## config.mk

```make
export PLATFORM = sky130hd
export DESIGN_NAME = cam_soc_timeout_counter
export DESIGN_NICKNAME = d
export VERILOG_FILES = /design/src/rtl/cam_soc_timeout_counter.sv
export SDC_FILE = /design/constraint.sdc
export NUM_CORES = 1
export LEC_CHECK = 0
export BUFFER_PORTS_ARGS = -buffer_cell sky130_fd_sc_hd__clkbuf_2
export CORE_AREA = 3 3 40 42
export DETAILED_ROUTE_END_ITERATION = 10
export DIE_AREA = 0 0 43 45
export PLACE_DENSITY = 0.47
export SYNTH_ARGS = -nofsm -noshare
export SYNTH_HDL_FRONTEND = slang
export SYNTH_SLANG_ARGS = --single-unit
```

## constraint.sdc

```tcl
create_clock -name clock -period 1.23 [get_ports clock]
set_input_delay 0.0615 -clock clock [delete_from_list [all_inputs] [get_ports clock]]
set_output_delay 0.0615 -clock clock [all_outputs]
set_load 0.01 [all_outputs]
```

## src/rtl/cam_soc_timeout_counter.sv

```systemverilog
// Counts consecutive stalled read cycles; flags the cycle whose increment reaches Limit.
module cam_soc_timeout_counter #(
  parameter int unsigned Width = 8,
  parameter int unsigned Limit = 255
) (
  input  logic clock,
  input  logic reset_n,
  input  logic inc,
  input  logic clr,
  output logic expired
);

  localparam logic [Width-1:0] LastCount = Width'(Limit - 1);

  logic [Width-1:0] count_q;

  // Stall counter; clear wins over increment.
  always_ff @(posedge clock) begin
    if (!reset_n) begin
      count_q <= '0;
    end else if (clr) begin
      count_q <= '0;
    end else if (inc) begin
      count_q <= count_q + 1'b1;
    end
  end

  // Asserted on the stalled cycle that brings the count up to Limit.
  assign expired = inc && !clr && (count_q == LastCount);

endmodule

```

**Word level (Yosys, flattened, before mapping)**

Index checks and enable logic that the tools add are counted.

- Register bits: 8
- Input bits: 4
- Output and inout port bits: 1
- Logic and storage cells: 8

- Add/sub/neg operators: 1
- Equal/unequal tests: 1
- Bitwise logic cells: 1
- Reductions and logical operators: 4

Operators by type and width:

| kind | count |
|---|---|
| $add A8 B1 Y8 const B | 1 |
| $eq A8 B8 Y1 const B | 1 |
| $logic_and A1 B1 Y1 | 2 |
| $reduce_or A2 Y1 | 1 |
| $logic_not A1 Y1 | 1 |
| $not A1 Y1 | 1 |

**Longest topological paths before layout**

Gate-level depths: netlist of the first run.

- Word-level depth: 3
- Mapped depth: 4
- Depth with buffers taken out: 4

**Worst setup path before layout of the first run**

No wires, ideal clock.

- Path type: reg-to-reg
- Start point: register count_q[0]
- End point: register count_q[6]
- Setup time: 70 ps
- Data arrival time: 1066 ps
- Data required time: 1160 ps
- Slack: 94 ps
- Stages on the path, launching flop included: 5
- Path buffers: 0
- Period minus slack after synthesis: 1136 ps
- Cell sequence: dfxtp_1 ha_1 nand3_1 or3_1 a21oi_1

- Word-level cells in the longest chain between the ends: 1

Ends and longest elaborated chain:

| what | line | source |
|---|---|---|
| from (decl) | 15 | `logic [Width-1:0] count_q;` |
| from (signal assigned) | 24 | `count_q <= count_q + 1'b1;` |
| $add A8 B1 Y8 | 24 |  |

No other way between the ends.
A chain may end at the register's enable or synchronous reset.

**Worst setup path in the final report of the first run**

- Start point: register count_q[0]
- End point: output port expired

- Word-level cells in the longest chain between the ends: 2

Ends and longest elaborated chain:

| what | line | source |
|---|---|---|
| $eq A8 B8 Y1 | 29 | `assign expired = inc && !clr && (count_q == LastCount);` |
| $logic_and A1 B1 Y1 | 29 |  |
| to (decl) | 10 | `output logic expired` |

No other way between the ends.

==> flow_summary_export.csv, run 1 <==
group,metric,value,unit
routing,vias,306,
clocking,insertion_delay,250,ps
routing,drc,0,
logic_synthesis,synth_cells,43,
floorplanning,coreArea,1285,µm²
floorplanning,die_h,45,µm
logic_synthesis,synth_mux_area_share,0,%
floorplanning,num_rows,13,
clocking,cts_root_buffer,"clkbuf_4",
hold_path,min_path_cells,2,
layout,largest_reg_flops,8,
hold_path,hp-class,"primary input to register",
layout,fin_util,34.66,%
floorplanning,fp.dieArea,1935,µm²
logic_synthesis,syn_area,376.6,µm²
layout,drive_above_1_share,26.00,%
routing,first_pass_iters,3,
grt,overflow,0,
critical_path,cp-start-kind,"register",
floorplanning,start_util,29.31,%
power,swShare,20.46,%
critical_path,r2r-start,"count_q[0]$_SDFFE_PP0P_",
routing,wirelength,678,µm
timing,grt_setup_unrepaired,"true",
routing,final_antenna_net_count,0,
critical_path,path_cells,"inv_1, ha_1, nand4b_1, nor3_1, buf_2",
critical_path,critPathMaxStageDelay,330,ps
timing,skew,5.374,ps
routing,routedWlPerCell,10.43,µm
critical_path,regToRegSetupSlack,80,ps
logic_synthesis,synth_edf_count,0,
power,clock_power_share,40.0,%
layout,nets,58,
logic_synthesis,ys_warn_count,0,
timing,setup_violations,0,
layout,reg_top3,"count_q: 8 flops",
routing,drt_iter0_drc,5,
timing,max_slew_margin,78.62,%
clocking,cts_tree,"built",
power,p_comb_share,4.7,%
clocking,cts.sinks,8,
timing,worst_slew_pin_slew,320.7,ps
logic_synthesis,async_flop_share,0,%
grt,grt_pass1_vias,300,
power,p_per_area,1086,nW/µm²
logic_synthesis,synth-xor-area-share,9.302,%
logic_synthesis,synth_top_family_by_area,"simple AND/OR/NAND/NOR gates",
logic_synthesis,synth-seq-cells,8,
run_status,outcome,"finished clean",
clocking,clockBufferDepth,2,
clocking,numCtsBuffers,3,
place,place_congestion,0.6093,
timing,hold_viol_final,0,
timing,finalCritPeriodShare,96.62,%
floorplanning,die_w,43,µm
floorplanning,ios,5,
critical_path,crit_fanout,4,
power,p_leak,0.1664,nW
clocking,htreeDepth,1,
grt,grt_max_degree,9,
layout,fillCellCount,140,
logic_synthesis,synth-adder-area-share,6.645,%
power,vdd_drop_max,0.0005863,V
timing,tns,0,ps
power,p_int,384.6,µW
hold_path,min_to,"count_q[1]$_SDFFE_PP0P_",
logic_synthesis,yosysSeqAreaShare,42.52,%
timing,fin_crit,1188,ps
logic_synthesis,syn_avg_cell_area,8.758,µm²
critical_path,r2r-end,"count_q[6]$_SDFFE_PP0P_",
layout,syn_to_final_growth,18.27,%
layout,regArea,163.9,µm²
timing,timing.fmax,841.5,MHz
grt,grt_use_total,8.939,%
logic_synthesis,yosys.cell_types.count,19,
layout,top_register,"count_q",
critical_path,cp.arrival,1130,ps
logic_synthesis,synth-compound-area-share,9.967,%
layout,antenna_cells,0,
critical_path,crit_path_end_kind,"primary output",
logic_synthesis,synth_nets,49,
critical_path,r2r_cells,4,
place,dp_slack,8.665,ps
critical_path,criticalPathCategory,"register to primary output",
timing,worst_slack,41.63,ps
run,cap_violations,0,
grt,grt_pass1_wl,1.200,mm
power,p_seq_share,55.2,%
power,p_sw,98.95,µW
grt,antenna_found_initial,0,
routing,viasPerCell,4.708,
place,io_buffers,4,
logic_synthesis,synthFlopType,"dfxtp_1",
logic_synthesis,synthSimpleGateAreaFrac,26.58,%
place,dpl.hpwl,494.6,µm
critical_path,cpMaxStageDelayCell,"dfxtp_2",
clocking,path_clk_slew,50,ps
critical_path,cp.required,1170,ps
timing,finalMaxSlewViolations,0,
hold_path,min-delay-start,"inc",
layout,multiInputGateArea,197.7,µm²
[metal layers]
metal / global-route usage (%) / part of all wire, % / vias to the layer above
met5: 0 / 0 / -
met4: 1.807 / 0.88 / 0
met3: 7.171 / 6.6 / 2
met2: 13.47 / 48 / 5
met1: 9.976 / 44 / 135
li1: - / - / 164
[Yosys cell counts, types with 2 or more instances]
master	n	area, µm²
dfxtp_1	8	160.2
nor2_1	5	18.77
a21oi_1	3	15.01
o21ai_0	3	15.01
or3_1	3	18.77
xor2_1	3	26.28
ha_1	2	25.02
inv_1	2	7.510
nand2_1	2	7.510
nand3_1	2	10.01
nand4_1	2	12.51
[logic make-up after synthesis]
group,count (synthesis)
AND/OR/NAND/NOR,18
adder cells (fa/ha/maj),2
flip-flops,8
AO/OA/AOI/OAI,7
XOR/XNOR,4
buffers and inverters,4
[how the worst max path moves through the flow]
stage / start / endpoint / slack, ps / depth (start not counted)
after detailed placement: count_q[0]$_SDFFE_PP0P_ / count_q[6]$_SDFFE_PP0P_ / 9 / 4
after global routing: count_q[0]$_SDFFE_PP0P_ / expired / -90 / 5
after floorplan: count_q[0]$_SDFFE_PP0P_ / count_q[6]$_SDFFE_PP0P_ / 90 / 4
after CTS: count_q[0]$_SDFFE_PP0P_ / expired / -7 / 5
after global placement: count_q[0]$_SDFFE_PP0P_ / count_q[6]$_SDFFE_PP0P_ / 60 / 4
final: count_q[0]$_SDFFE_PP0P_ / expired / 40 / 5
[final cells by class]
type,instances,area share [%]
Inverter,2,1.685
Multi-Input combinational cell,31,44.38
Tap cell,15,4.213
Sequential cell,8,36.80
Timing Repair Buffer,6,7.865
Clock buffer,3,5.056
[power groups by stage]
stage,registers (mW),logic [mW],clock network (mW)
6_report,0.267,0.0228,0.194
4_1_cts,0.267,0.0229,0.210
3_3_place_gp,0.272,0.0230,0
2_1_floorplan,0.271,0.0182,0
3_5_place_dp,0.272,0.0229,0
5_1_grt,0.267,0.0263,0.226
[cells in the final DEF, fill, tap and decap left out, drive strengths merged, types with 2 or more instances in the layout]
cell type and count:
inv 2, a21oi 3, xor2 3, buf 3
or3 3, ha 2, nand2 2, nand4 3
clkbuf 6, o21ai 3, nor2 5, dfxtp 8
nand3 2
[metrics by stage]
stage	hold slack [ps]	std cells	power [mW]	instance area, µm²
finish	131.9	65	0.4836	445.4
global route	148.5	65	0.5191	445.4
CTS	117.7	65	0.4994	444.2
detailed placement	392.5	62	0.2948	419.2
global placement	389.1	62	0.2946	419.2
floorplan	268.0	43	0.2894	376.6
[critical path, delay by kind of cell, from the launching register on]
| family | cells | cell delay, ps |
|---|---|---|
| buf+inv | 2 | 210 |
| simple gates | 2 | 200 |
| flops | 1 | 330 |
| fa+ha+maj | 1 | 140 |
[timing repair]
item | in CTS | in global routing
gates resized for setup | 2 | 2
endpoints found under the hold margin | 0 | 0
endpoints found under the setup margin | 1 | 1
buffers inserted | 0 | 0
hold buffers | 0 | 0
Power figures use the tool's default switching activity.
==> inputs of run 2 (changes only) <==
Settings changed: MAX_ROUTING_LAYER set to met4.
==> run 2 against run 1 <==
Effect of this change: die area is the same; utilization is the same; sequential share of layout area is the same; critical path type unchanged; critical endpoint unchanged; largest power group unchanged.
==> flow_summary_export.csv, run 2 (synthesis gave the netlist of run 1 again) <==
group,metric,value,unit
run_status,outcome,"finished clean",
floorplanning,die_h,45,µm
routing,drc,0,
critical_path,criticalPathCategory,"register to primary output",
timing,worst_slew_pin_slew,320.7,ps
clocking,path_clk_slew,50,ps
timing,finalMaxSlewViolations,0,
timing,setup_violations,0,
clocking,insertion_delay,250,ps
layout,nets,58,
layout,fin_util,34.66,%
clocking,cts_root_buffer,"clkbuf_4",
grt,grt_use_total,9.208,%
critical_path,crit_path_end_kind,"primary output",
timing,timing.fmax,841.2,MHz
timing,grt_setup_unrepaired,"true",
floorplanning,fp.dieArea,1935,µm²
layout,largest_reg_flops,8,
critical_path,cp-start-kind,"register",
layout,mostFrequentLayoutCells,"5 x nor2_1, 5 x dfxtp_1",
layout,drive_above_1_share,26.00,%
critical_path,crit_fanout,4,
routing,vias,306,
power,total_power,483.9,µW
power,vdd_drop_max,0.0005872,V
critical_path,cp.required,1170,ps
place,io_buffers,4,
critical_path,cp.arrival,1130,ps
layout,top_register,"count_q",
layout,antenna_cells,0,
clocking,cts.sinks,8,
routing,viasPerCell,4.708,
place,dpl.hpwl,494.6,µm
layout,fillCellCount,140,
floorplanning,die_w,43,µm
floorplanning,num_rows,13,
timing,max_slew_margin,78.62,%
routing,routedWlPerCell,10.43,µm
clocking,cts_tree,"built",
clocking,hold_buffers,0,
clocking,numCtsBuffers,3,
floorplanning,coreArea,1285,µm²
routing,wirelength,678,µm
timing,finalCritPeriodShare,96.64,%
clocking,post-cts-setup-buffers,0,
grt,overflow,0,
timing,hold_viol_final,0,
run,cap_violations,0,
grt,grt_pass1_wl,1.200,mm
power,p_leak,0.1664,nW
place,place_congestion,0.6136,
layout,syn_to_final_growth,18.27,%
hold_path,hp-class,"primary input to register",
layout,reg_top3,"count_q: 8 flops",
routing,final_antenna_net_count,0,
clocking,htreeDepth,1,
grt,grt_pass1_vias,299,
floorplanning,ios,5,
grt,antenna_found_initial,0,
routing,drt_iter0_drc,5,
clocking,clockBufferDepth,2,
grt,grt_max_degree,9,
power,p_per_area,1086,nW/µm²
floorplanning,start_util,29.31,%
timing,fin_crit,1189,ps
routing,first_pass_iters,3,
timing,skew,5.328,ps
run 2: cell counts in the layout (fill, tap and decap cells not counted):
Identical to the previous run, type by type.
run 2: worst paths after layout:
check / cells after the start / end / startpoint / slack (ps)
min reg2reg: 2 / count_q[7]$_SDFFE_PP0P_ / count_q[7]$_SDFFE_PP0P_ / 500
min: 2 / count_q[1]$_SDFFE_PP0P_ / inc / 130
max: 5 / expired / count_q[0]$_SDFFE_PP0P_ / 40
max reg2reg: 4 / count_q[6]$_SDFFE_PP0P_ / count_q[0]$_SDFFE_PP0P_ / 80
run 2: critical path: stages (launching register included):
cell,delay (ps)
dfxtp_2,340
inv_1,60
ha_1,140
nand4b_1,80
nor3_1,120
buf_2,150
run 2: per-layer routing:
metal | track usage, % | share of wire (%) | vias to the layer above
li1 | - | - | 164
met1 | 9.976 | 44 | 135
met2 | 13.47 | 48 | 5
met3 | 7.171 | 6.6 | 2
met4 | 1.807 | 0.88 | 0
met5 | - | 0 | -
run 2: per-stage QoR:
step / hold WS [ps] / TNS [ps] / instances / area [µm²] / worst slack, ps
6_report: 131.5 / 0 / 65 / 445.4 / 41.27
5_1_grt: 148.5 / -88.82 / 65 / 445.4 / -88.82
4_1_cts: 117.7 / -7.341 / 65 / 444.2 / -7.341
3_5_place_dp: 392.5 / 0 / 62 / 419.2 / 8.665
3_3_place_gp: 389.1 / 0 / 62 / 419.2 / 59.78
2_1_floorplan: 268.0 / 0 / 43 / 376.6 / 94.03
run 2: final cells by class:
class                   instances  area, µm²  share of cell area, %
inverters                       2      7.507                  1.685
well taps                      15      18.77                  4.213
flip-flops and latches          8      163.9                  36.80
clock buffers                   3      22.52                  5.056
repair buffers                  6      35.03                  7.865
multi-input cells              31      197.7                  44.38
run 2: repair_timing:
action	CTS	global route
setup endpoints to repair	1	1
pin swaps	0	0
resized for setup	2	2
run 2: power breakdown:
part	switching, mW	internal (mW)
sequential	0.00381	0.263
clock	0.0827	0.111
combinational	0.0127	0.0101
total	0.0992	0.385
==> inputs of run 3 (changes only) <==
==> constraint.sdc (replaced) <==
create_clock -name clock -period 1.23 [get_ports clock]
set_input_delay 0.246 -clock clock [delete_from_list [all_inputs] [get_ports clock]]
set_output_delay 0.246 -clock clock [all_outputs]
set_load 0.01 [all_outputs]
==> run 3 against run 2 <==
Effect of this change: critical endpoint unchanged; the flow now finishes with violations (setup timing); final cell count fell by 1.5%; worst setup slack got worse by 190 ps; combinational power barely moved; largest power group unchanged; largest cell class unchanged.
==> flow_summary_export.csv, run 3 (synthesis gave the netlist of run 1 again) <==
group,metric,value,unit
clocking,htreeDepth,1,
clocking,clockBufferDepth,2,
critical_path,cp.required,980,ps
critical_path,cp-start-kind,"register",
routing,drt_iter0_drc,14,
timing,hold_viol_final,0,
clocking,path_clk_slew,60,ps
clocking,post-cts-setup-buffers,0,
grt,grt_pass1_wl,1.311,mm
power,p_leak,0.1610,nW
clocking,hold_buffers,0,
critical_path,crit_fanout,4,
routing,maxUsedRoutingLayer,"met4",
timing,setup_violations,1,
critical_path,cp.arrival,1140,ps
floorplanning,coreArea,1285,µm²
layout,mostFrequentLayoutCells,"5 x nor2_1, 5 x dfxtp_1",
place,place_congestion,0.6525,
layout,drive_above_1_share,26.53,%
timing,finalMaxSlewViolations,0,
run,cap_violations,0,
power,vdd_drop_max,0.0003680,V
layout,reg_top3,"count_q: 8 flops",
routing,final_antenna_net_count,0,
hold_path,hp-class,"primary input to register",
layout,antenna_cells,0,
critical_path,r2r-start,"count_q[0]$_SDFFE_PP0P_",
layout,syn_to_final_growth,16.28,%
timing,finalCritPeriodShare,112.4,%
clocking,insertion_delay,250,ps
critical_path,critPathBufInv,2,
grt,antenna_found_initial,0,
layout,stdcell_count,64,
floorplanning,num_rows,13,
critical_path,r2r-end,"count_q[6]$_SDFFE_PP0P_",
timing,grt_setup_unrepaired,"true",
routing,viasPerCell,4.563,
grt,overflow,0,
critical_path,cpMaxStageDelayCell,"dfxtp_2",
routing,met3_length,15,µm
timing,worst_slew_pin_slew,308.1,ps
place,numPlacedInstances,61,
clocking,cts_root_buffer,"clkbuf_4",
layout,fin_util,34.08,%
routing,drc,0,
timing,timing.fmax,723.1,MHz
layout,largest_reg_flops,8,
floorplanning,start_util,29.31,%
layout,fin_area,437.9,µm²
floorplanning,die_w,43,µm
critical_path,crit_path_end_kind,"primary output",
routing,routedWlPerCell,10.69,µm
timing,max_slew_margin,79.46,%
routing,wl_met2,303,µm
grt,grt_use_total,10.00,%
hold_path,min_path_cells,2,
floorplanning,ios,5,
timing,skew,5.389,ps
floorplanning,fp.dieArea,1935,µm²
hold_path,min_to,"count_q[1]$_SDFFE_PP0P_",
routing,wirelength,684,µm
critical_path,criticalPathCategory,"register to primary output",
layout,fillCellCount,145,
floorplanning,die_h,45,µm
routing,vias,292,
place,place_area,411.6,µm²
place,dp_slack,23.16,ps
grt,grt_max_degree,9,
critical_path,critPathMaxStageDelay,340,ps
power,p_per_area,1122,nW/µm²
critical_path,crit_family,"flip-flops",
grt,grt_pass1_vias,320,
routing,drt-met1-wl,356,µm
hold_path,min-delay-start,"inc",
critical_path,r2r_cells,4,
clocking,cts_tree,"built",
run_status,violations,"setup timing",
routing,first_pass_iters,4,
layout,top_register,"count_q",
run_status,outcome,"finished, violations left",
timing,worst_slack,-153.0,ps
place,io_buffers,4,
timing,fin_crit,1383,ps
clocking,numCtsBuffers,3,
clocking,cts.sinks,8,
critical_path,regToRegSetupSlack,50,ps
layout,nets,57,
critical_path,path_cells,"inv_2, ha_1, nand4b_1, nor3_1, buf_2",
run 3: cell count changes in the layout (fill, tap and decap cells not counted), sizes merged:
cell  delta
buf      -1
run 3: area by class of cell:
type | count | area, µm² | share of cell area (%)
clock buffers | 3 | 22.52 | 5.143
inverters | 2 | 7.507 | 1.714
multi-input cells | 31 | 197.7 | 45.14
flip-flops and latches | 8 | 163.9 | 37.43
well taps | 15 | 18.77 | 4.286
repair buffers | 5 | 27.53 | 6.286
run 3: worst max-delay path by stage:
stage,startpoint,to,cells past startpoint
2_1_floorplan,count_q[0]$_SDFFE_PP0P_,count_q[6]$_SDFFE_PP0P_,4
3_3_place_gp,count_q[1]$_SDFFE_PP0P_,count_q[6]$_SDFFE_PP0P_,4
3_5_place_dp,count_q[1]$_SDFFE_PP0P_,count_q[6]$_SDFFE_PP0P_,4
4_1_cts,count_q[0]$_SDFFE_PP0P_,expired,5
5_1_grt,count_q[0]$_SDFFE_PP0P_,expired,5
6_report,count_q[0]$_SDFFE_PP0P_,expired,5
run 3: what timing repair did:
action / in CTS / in global routing
gates resized for setup: 3 / 2
endpoints found under the setup margin: 1 / 4
hold endpoints to repair: 0 / 0
run 3: metal layers:
| layer | up-vias | global-route usage [%] |
|---|---|---|
| met2 | 2 | 13.77 |
| met5 | - | - |
| li1 | 162 | - |
| met4 | 0 | 9.036 |
| met3 | 2 | 3.586 |
| met1 | 126 | 11.25 |
run 3: worst register-to-register path, stage by stage, from the launching register on:
cell	delay [ps]
dfxtp_2	370
ha_1	190
nand3_1	100
or3_1	310
a21oi_1	140
run 3: metrics by stage:
| stage | hold slack, ps | power [mW] | TNS, ps |
|---|---|---|---|
| 2_1_floorplan | 458.0 | 0.2894 | 0 |
| 3_3_place_gp | 477.4 | 0.2949 | 0 |
| 3_5_place_dp | 480.2 | 0.2948 | 0 |
| 4_1_cts | 292.8 | 0.5022 | -186.9 |
| 5_1_grt | 322.3 | 0.5195 | -307.2 |
| 6_report | 313.8 | 0.4912 | -153.0 |
run 3: where the power goes:
| group | internal (mW) | switching [mW] |
|---|---|---|
| Sequential | 0.263 | 0.00439 |
| Clock | 0.112 | 0.0892 |
| Combinational | 0.0100 | 0.0128 |
| Total | 0.385 | 0.106 |
